$ cat config.mk
export PLATFORM = sky130hd
export DESIGN_NAME = ecd_request_arbiter
export DESIGN_NICKNAME = d
export VERILOG_FILES = /design/src/rtl/ecd_req_pkg.sv /design/src/rtl/ecd_rr_select.sv /design/src/rtl/ecd_request_arbiter.sv
export SDC_FILE = /design/constraint.sdc
export NUM_CORES = 1
export LEC_CHECK = 0
export ABC_AREA = 1
export BUFFER_PORTS_ARGS = -buffer_cell sky130_fd_sc_hd__buf_2
export CORE_AREA = 2 2 515 517
export DETAILED_ROUTE_END_ITERATION = 10
export DIE_AREA = 0 0 517 519
export PLACE_DENSITY_LB_ADDON = 0.3
export SYNTH_ARGS = -nofsm -noshare
export SYNTH_HDL_FRONTEND = slang
export SYNTH_HIERARCHICAL = 1
export SYNTH_SLANG_ARGS = --single-unit
$ cat constraint.sdc
create_clock -name clk -period 2.85 [get_ports clk]
set_input_delay 0.57 -clock clk [delete_from_list [all_inputs] [get_ports clk]]
set_output_delay 0.57 -clock clk [all_outputs]
set_load 0.1 [all_outputs]
$ cat src/rtl/ecd_req_pkg.sv
// Shared types and constants for the ECD request path: widths, the row-command
// base value and the credit window default.
package ecd_req_pkg;

  localparam int unsigned ECD_REQ_W               = 256;
  localparam logic [31:0] ECD_ROW_CMD             = 32'h0000_C008;
  localparam int unsigned DEFAULT_MAX_OUTSTANDING = 8;
  localparam int unsigned REQ_IDX_W               = 3;
  localparam int unsigned CREDIT_W                = 8;

  typedef logic [REQ_IDX_W-1:0] req_idx_t;
  typedef logic [CREDIT_W-1:0]  credit_t;

  // Index following idx in a ring of num_req requesters.
  function automatic req_idx_t rr_next(input req_idx_t idx, input int unsigned num_req);
    return ((32'(idx) + 32'd1) >= num_req) ? '0 : req_idx_t'(idx + req_idx_t'(1));
  endfunction

endpackage

$ cat src/rtl/ecd_rr_select.sv
// Combinational round-robin pick: first asserted request at or after rr_ptr,
// wrapping modulo NUM_REQ.
module ecd_rr_select
  import ecd_req_pkg::*;
#(
  parameter int unsigned NUM_REQ = 4
) (
  input  logic [NUM_REQ-1:0] req,
  input  req_idx_t           rr_ptr,
  output logic [NUM_REQ-1:0] gnt_oh,
  output req_idx_t           gnt_idx,
  output logic               any
);

  // Outer loop walks priority order; inner loop keeps every bit select constant.
  always_comb begin
    gnt_oh  = '0;
    gnt_idx = '0;
    any     = 1'b0;
    for (int unsigned k = 0; k < NUM_REQ; k++) begin
      for (int unsigned i = 0; i < NUM_REQ; i++) begin
        if (!any && req[i] && (((32'(rr_ptr) + k) % NUM_REQ) == i)) begin
          any       = 1'b1;
          gnt_idx   = req_idx_t'(i);
          gnt_oh[i] = 1'b1;
        end
      end
    end
  end

endmodule

$ cat src/rtl/ecd_request_arbiter.sv
// Round-robin arbiter sharing the ECD request stream among NUM_REQ sources,
// with a registered output stage and a global outstanding-request credit window.
module ecd_request_arbiter
  import ecd_req_pkg::*;
#(
  parameter int unsigned NUM_REQ         = 4,
  parameter int unsigned DATA_W          = ECD_REQ_W,
  parameter int unsigned MAX_OUTSTANDING = DEFAULT_MAX_OUTSTANDING
) (
  input  logic                      clk,
  input  logic                      resetn,
  input  logic [NUM_REQ*DATA_W-1:0] S_TDATA,
  input  logic [NUM_REQ-1:0]        S_TVALID,
  output logic [NUM_REQ-1:0]        S_TREADY,
  output logic [DATA_W-1:0]         M_TDATA,
  output logic                      M_TVALID,
  output logic                      M_TLAST,
  input  logic                      M_TREADY,
  input  logic                      ROW_COMPLETE,
  input  logic                      ENABLE,
  output logic [CREDIT_W-1:0]       OUTSTANDING,
  output logic [REQ_IDX_W-1:0]      LAST_GRANT,
  output logic                      CREDIT_ERR
);

  logic [DATA_W-1:0]  m_tdata_q, m_tdata_d;
  logic               m_tvalid_q, m_tvalid_d;
  req_idx_t           last_grant_q, last_grant_d;
  req_idx_t           rr_ptr_q, rr_ptr_d;
  credit_t            outstanding_q, outstanding_d;
  logic               credit_err_q, credit_err_d;

  logic [NUM_REQ-1:0] sel_oh;
  req_idx_t           sel_idx;
  logic               sel_any;
  logic               free_c;
  logic               credit_ok_c;
  logic               grant_c;

  ecd_rr_select #(
    .NUM_REQ (NUM_REQ)
  ) u_rr_select (
    .req     (S_TVALID),
    .rr_ptr  (rr_ptr_q),
    .gnt_oh  (sel_oh),
    .gnt_idx (sel_idx),
    .any     (sel_any)
  );

  // Grant qualification; resetn gates it so no handshake happens during reset.
  always_comb begin
    free_c      = !m_tvalid_q || M_TREADY;
    credit_ok_c = outstanding_q < CREDIT_W'(MAX_OUTSTANDING);
    grant_c     = resetn && ENABLE && free_c && credit_ok_c && sel_any;
    S_TREADY    = grant_c ? sel_oh : '0;
  end

  // Next-state for the output stage, round-robin pointer and credit counter.
  always_comb begin
    m_tdata_d     = m_tdata_q;
    m_tvalid_d    = m_tvalid_q;
    last_grant_d  = last_grant_q;
    rr_ptr_d      = rr_ptr_q;
    outstanding_d = outstanding_q;
    credit_err_d  = credit_err_q;

    if (grant_c) begin
      for (int unsigned i = 0; i < NUM_REQ; i++) begin
        if (sel_idx == req_idx_t'(i)) begin
          m_tdata_d = S_TDATA[i*DATA_W +: DATA_W];
        end
      end
      m_tvalid_d   = 1'b1;
      last_grant_d = sel_idx;
      rr_ptr_d     = rr_next(sel_idx, NUM_REQ);
    end else if (free_c) begin
      m_tvalid_d = 1'b0;
    end

    // A completion with nothing outstanding is a protocol error, never an underflow.
    case ({grant_c, ROW_COMPLETE})
      2'b10:   outstanding_d = outstanding_q + credit_t'(1);
      2'b01:   if (outstanding_q != '0) outstanding_d = outstanding_q - credit_t'(1);
      default: outstanding_d = outstanding_q;
    endcase
    if (ROW_COMPLETE && (outstanding_q == '0)) begin
      credit_err_d = 1'b1;
    end
  end

  always_ff @(posedge clk) begin
    if (!resetn) begin
      m_tdata_q     <= '0;
      m_tvalid_q    <= 1'b0;
      last_grant_q  <= '0;
      rr_ptr_q      <= '0;
      outstanding_q <= '0;
      credit_err_q  <= 1'b0;
    end else begin
      m_tdata_q     <= m_tdata_d;
      m_tvalid_q    <= m_tvalid_d;
      last_grant_q  <= last_grant_d;
      rr_ptr_q      <= rr_ptr_d;
      outstanding_q <= outstanding_d;
      credit_err_q  <= credit_err_d;
    end
  end

  assign M_TDATA     = m_tdata_q;
  assign M_TVALID    = m_tvalid_q;
  assign M_TLAST     = m_tvalid_q;
  assign OUTSTANDING = outstanding_q;
  assign LAST_GRANT  = last_grant_q;
  assign CREDIT_ERR  = credit_err_q;

endmodule
After elaboration in Yosys (flattened, before gate mapping)

Cells that the tools add are included.

Output and inout port bits: 274
Register bits: 271

Equality and inequality tests: 18
Magnitude comparators: 2
Reduce and logical (&&, ||, !) cells: 65
Add/subtract/negate cells: 7
Muxes and demuxes: 56

Operators with widths:

| cell                  | number |
|---|---|
| $mux W256             | 4 |
| $logic_not A32 Y1     | 4 |
| $logic_and A1 B1 Y1   | 36 |
| $mux W1               | 34 |
| $mux W2               | 15 |
| $eq A2 B2 Y1 const B  | 9 |
| $logic_not A1 Y1      | 16 |
| $pmux W8 S2           | 1 |
| $eq A2 B1 Y1 const B  | 5 |
| $add A8 B1 Y8 const B | 1 |
| $logic_not A8 Y1      | 1 |
| $lt A8 B4 Y1 const B  | 1 |
| $mux W8               | 1 |
| $reduce_bool A8 Y1    | 1 |
| $sub A8 B1 Y8 const B | 1 |
| $eq A3 B2 Y1 const B  | 2 |
| $add A2 B1 Y2 const B | 2 |
| $add A2 B2 Y2 const B | 2 |
| $add A3 B1 Y4 const B | 1 |
| $ge A4 B3 Y1 const B  | 1 |
| $mux W4               | 1 |
| $reduce_and A2 Y1     | 2 |
| $reduce_bool A2 Y1    | 2 |
| $reduce_bool A4 Y1    | 1 |
| other kinds (4)       | 4 |

Longest topological paths before layout

Depth in word-level cells: 68
Mapped depth: 24
Depth with buffers taken out: 23

Modules after synthesis

Netlist, hierarchy kept.

By module, submodules not included:

| module              | sequential area each (um^2) | instances | cells each | area an instance (um^2) |
|---|---|---|---|---|
| ecd_request_arbiter | 5445.2                      | 1         | 2521       | 17554.3 |
| ecd_rr_select       | 0.0                         | 1         | 71         | 382.9 |

Worst setup path after synthesis

Ideal clock, no wire load.

Path type: in2out
Start: input port S_TVALID[3]
End: output port S_TREADY[0]
Cell stages on the path: 14
Path slack: -0.852 ns
Arrival time: 3.132 ns
Path through: inv_1 nor2_1 nor2_2 nand4_4 nor2_4 nand4_4 nor3_4 nand4_1 nand3_1 nor2_1 nand2_4 buf_8 buf_2 nor2_1

Cells in the longest elaborated chain, start to end: 53
Elaborated cells on any way between the ends: 56

RTL lines:

| element                           | RTL line                  | RTL |
|---|---|---|
| from (decl)                       | ecd_request_arbiter.sv:13 | `input logic [NUM_REQ-1:0] S_TVALID,` |
| $logic_and A1 B1 Y1 (2 in series) | ecd_rr_select.sv:22       | `if (!any && req[i] && (((32'(rr_ptr) + k) % NUM_REQ) == i)) begin` |
| $mux W1                           | ecd_rr_select.sv:22       |  |
| $logic_not A1 Y1                  | ecd_rr_select.sv:22       |  |
| $logic_and A1 B1 Y1 (2 in series) | ecd_rr_select.sv:22       |  |
| $mux W1                           | ecd_rr_select.sv:22       |  |
| $logic_not A1 Y1                  | ecd_rr_select.sv:22       |  |
| $logic_and A1 B1 Y1 (2 in series) | ecd_rr_select.sv:22       |  |
| $mux W1                           | ecd_rr_select.sv:22       |  |
| [... 33 more ...]                 | -                         |  |
| $logic_and A1 B1 Y1 (2 in series) | ecd_rr_select.sv:22       |  |
| $mux W1                           | ecd_rr_select.sv:22       |  |
| $logic_not A1 Y1                  | ecd_rr_select.sv:22       |  |
| $logic_and A1 B1 Y1 (2 in series) | ecd_rr_select.sv:22       |  |
| $mux W1 (*)                       | ecd_rr_select.sv:22       |  |
| named net sel_any                 | ecd_request_arbiter.sv:35 | `logic sel_any;` |
| $logic_and A1 B1 Y1 (*)           | ecd_request_arbiter.sv:54 | `grant_c = resetn && ENABLE && free_c && credit_ok_c && sel_any;` |
| $mux W4 (*)                       | ecd_request_arbiter.sv:55 | `S_TREADY = grant_c ? sel_oh : '0;` |
| to (decl)                         | ecd_request_arbiter.sv:14 | `output logic [NUM_REQ-1:0] S_TREADY,` |

Mark *: on every way through the listed nets, which the timed path passes. The rest lies on a longest branch.

Worst setup path in the final report

Start: register rr_ptr_q[1]
End: register m_tdata_q[30], in the netlist M_TDATA[30]

Cells in the longest elaborated chain, start to end: 67
Elaborated cells on any way between the ends: 106

RTL lines:

| element                           | RTL line                   | RTL |
|---|---|---|
| from (decl)                       | ecd_request_arbiter.sv:29  | `req_idx_t rr_ptr_q, rr_ptr_d;` |
| from (signal assigned)            | ecd_request_arbiter.sv:103 | `rr_ptr_q <= rr_ptr_d;` |
| $logic_not A32 Y1                 | ecd_rr_select.sv:22        |  |
| $logic_and A1 B1 Y1               | ecd_rr_select.sv:22        |  |
| $mux W1                           | ecd_rr_select.sv:22        |  |
| $logic_not A1 Y1                  | ecd_rr_select.sv:22        |  |
| $logic_and A1 B1 Y1 (2 in series) | ecd_rr_select.sv:22        |  |
| $mux W1                           | ecd_rr_select.sv:22        |  |
| $logic_not A1 Y1                  | ecd_rr_select.sv:22        |  |
| $logic_and A1 B1 Y1 (2 in series) | ecd_rr_select.sv:22        |  |
| [... 46 more ...]                 | -                          |  |
| $logic_and A1 B1 Y1 (2 in series) | ecd_rr_select.sv:22        |  |
| $mux W1                           | ecd_rr_select.sv:22        |  |
| $logic_not A1 Y1                  | ecd_rr_select.sv:22        |  |
| $logic_and A1 B1 Y1 (2 in series) | ecd_rr_select.sv:22        |  |
| $mux W2 (*)                       | ecd_rr_select.sv:22        |  |
| named net sel_idx[0]              | ecd_request_arbiter.sv:34  | `req_idx_t sel_idx;` |
| $eq A3 B1 Y1                      | ecd_request_arbiter.sv:69  | `if (sel_idx == req_idx_t'(i)) begin` |
| $mux W256 (3 in series)           | ecd_request_arbiter.sv:69  |  |
| to (signal assigned)              | ecd_request_arbiter.sv:100 | `m_tdata_q <= m_tdata_d;` |
| to (decl)                         | ecd_request_arbiter.sv:26  | `logic [DATA_W-1:0] m_tdata_q, m_tdata_d;` |

Marked as above.
A chain may end at the register's enable or synchronous reset.

==> flow_metrics.env <==
export IMPL_p_per_area_mw_per_mm2=851
export IMPL_final_fill_count=30800
export IMPL_cts_hold_buffers=0
export IMPL_pwr_share_seq_pct=16.4
export IMPL_die_w_um=517
export IMPL_grt_setup_unrepaired="yes"
export IMPL_slew_limit_headroom_pct=44.2
export IMPL_drv_cap=0
export IMPL_path_class="reg -> reg"
export IMPL_cts_clk_slew_worst_paths_ns=0.06
export IMPL_max_freq_ghz=0.278
export IMPL_ant_nets=0
export IMPL_use_met3_pct=8.06
export IMPL_power_frac_comb_pct=63.7
export IMPL_ys_warn_count=6
export IMPL_cp_start_kind="register"
export IMPL_fin_crit_sh_pct=126
export IMPL_cts_root_buf="clkbuf_16"
export IMPL_gr_usage_met2_pct=26.9
export IMPL_syn_nets=3628
export IMPL_critPathSlowestCell="a211oi_2"
export IMPL_post_place_cells=7477
export IMPL_nets=5088
export IMPL_placementRows=189
export IMPL_grt_max_degree=263
export IMPL_cts_buffers=43
export IMPL_path_cells="buf_6 -> nand3_4 -> nand3_4 -> nor2_4 -> nand4_4 -> nor2_4 -> nand4_4 -> nor3_4 -> nand4_4 -> nand2_4 -> buf_6 -> ha_4 -> ha_4 -> a21oi_4 -> nand3_4 -> nand2_8 -> buf_16 -> a211oi_2 -> buf_4 -> nor3_1"
export IMPL_finalInstanceArea_sq_mm=0.0359
export IMPL_post_route_util_pct=13.6
export IMPL_cts_buffer_depth=3
export IMPL_grt_util_met1_pct=21.0
export IMPL_reg2reg_setup_slack_ns=-0.75
export IMPL_cp_arrival_ns=4.13
export IMPL_syn_inst=2589
export IMPL_grt_pass1_wl_mm=302
export IMPL_swShare_pct=53.8
export IMPL_critical_path_max_stage_delay_ns=0.47
export IMPL_io_buffer_count=1306
export IMPL_wire_per_inst_um=32.3
export IMPL_hold_class="in -> reg"
export IMPL_drt_iter0_drc=2128
export IMPL_grt_overflow=0
export IMPL_status="finished, violations left"
export IMPL_fin_crit_ns=3.60
export IMPL_p_switching_w=0.0164
export IMPL_setup_violations=270
export IMPL_grt_busiest_layer="met2"
export IMPL_fin_skew_ns=0.0370
export IMPL_power_leakage_nw=14.7
export IMPL_die_h_um=519
export IMPL_finalHoldViolCount=0
export IMPL_vias=29400
export IMPL_first_pass_iters=5
export IMPL_dieArea_sq_mm=0.268
export IMPL_p_int_w=0.0141
export IMPL_place_gp_congestion=0.957
export IMPL_drv_slew=0
export IMPL_area_growth_synth_to_final_pct=101
export IMPL_violations="negative setup slack"
export IMPL_cts_tree="yes"
export IMPL_power_frac_clock_pct=19.9
export IMPL_start_util_pct=6.80
export IMPL_worst_pin_slew_ns=0.843
export IMPL_cts_sinks=271
export IMPL_postSynthAreaPerCell_sq_um=6.92
export IMPL_fin_cells=7743
export IMPL_timing_rr_start="rr_ptr_q[1]"
export IMPL_drc=0
export IMPL_antenna_found_initial=329
export IMPL_design_core_area_sq_mm=0.263
export IMPL_syn_area_sq_mm=0.0179
export IMPL_insertion_delay_ns=0.65
export IMPL_r2r_end="M_TDATA[30]"
export IMPL_startpoint="rr_ptr_q[1]"
export IMPL_routed_wirelength_mm=250
export IMPL_cp_max_fo=32
export IMPL_io_pins=1307
export IMPL_place_detailed_hpwl_mm=211
export IMPL_setup_ws_ns=-0.753
export IMPL_reg2reg_depth=20
export IMPL_drive_above_1_share_pct=51.4
export IMPL_grt_use_total_pct=17.3
export IMPL_grt_pass1_vias=28100
export IMPL_via_per_inst=3.80
export IMPL_vdd_drop_max_v=0.000392
export IMPL_placed_area_sq_mm=0.0314
export IMPL_crit_end="M_TDATA[30]"
export IMPL_h_tree_depth=2
export IMPL_cp_required_ns=3.37
export IMPL_endpoint_kind="register"
layer usage:
metal	wire length (um)	vias to the layer above
met5	1000	-
met3	31600	593
met1	99100	14100
met4	11000	148
li1	-	12800
met2	107000	1802
cells in the final DEF (no fill, tap or decap), types with 11 or more instances in the layout:
cell type  instances
buf_2           1302
nand2_1          290
buf_4            281
dfxtp_1          269
nand3_1          267
nor2_1           265
a21oi_1          262
nor3_1           250
a211oi_1         169
a311oi_1         141
diode_2          127
a311oi_2         101
a211oi_2          73
buf_12            58
clkbuf_16         54
buf_6             51
inv_1             35
buf_16            19
a311oi_4          14
a211oi_4          14
nor3_2            13
nand2_2           13
nor2_2            11
o21ai_0           11
critical path, delay by kind of cell (launching register included):
kind                       cells  cell delay, ns
adders and majority gates      2            0.32
and+or+nand+nor               12            1.52
DFF                            1            0.36
AOI/OAI and AO/OA              2            0.53
buffers and inverters          4            0.62
state kept, by name (all words and copies together) (netlist names):
register     count
CREDIT_ERR       1
LAST_GRANT       3
M_TDATA        256
M_TLAST          1
OUTSTANDING      8
rr_ptr_q         2
worst min path at each step:
stage	from	to	slack, ns	cells after the start
finish	S_TDATA[1011]	M_TDATA[243]	0.21	3
global route	S_TDATA[1016]	M_TDATA[248]	0.18	3
CTS	S_TDATA[1011]	M_TDATA[243]	0.11	3
detailed placement	CREDIT_ERR	CREDIT_ERR	0.47	2
global placement	CREDIT_ERR	CREDIT_ERR	0.46	2
floorplan	rr_ptr_q[0]	rr_ptr_q[0]	0.54	2
area by class of cell:
cell class	count	area [sq um]	share of cell area, %
Antenna cell	127	318	0.884
Clock inverter	19	290	0.808
Sequential cell	271	5430	15.1
Inverter	45	195	0.543
Tap cell	3533	4420	12.3
Multi-Input combinational cell	1957	12700	35.4
Timing Repair Buffer	1731	11300	31.5
Clock buffer	60	1240	3.45
stage by stage:
stage               power, W  hold slack (ns)  TNS [ns]  setup slack (ns)
finish                0.0306            0.207   -150.58            -0.753
global route          0.0319            0.183   -197.10            -0.879
detailed placement    0.0225            0.468   -215.86             -1.39
floorplan             0.0157            0.536     -8.09           -0.0528
CTS                   0.0295            0.112   -138.61            -0.688
global placement      0.0226            0.462   -215.18             -1.42
power by group through the flow:
stage,logic [W],clock network (W),registers (W)
CTS,0.0182,0.00632,0.00500
floorplan,0.00603,0,0.00967
finish,0.0195,0.00610,0.00500
global route,0.0204,0.00636,0.00508
detailed placement,0.0175,0,0.00507
global placement,0.0175,0,0.00507
repair_timing:
item	CTS	global route
pin swaps	9	43
resized for setup	144	204
setup buffers	16	31
setup endpoints to repair	270	270
cloned	4	11
Power figures use the tool's default switching activity.
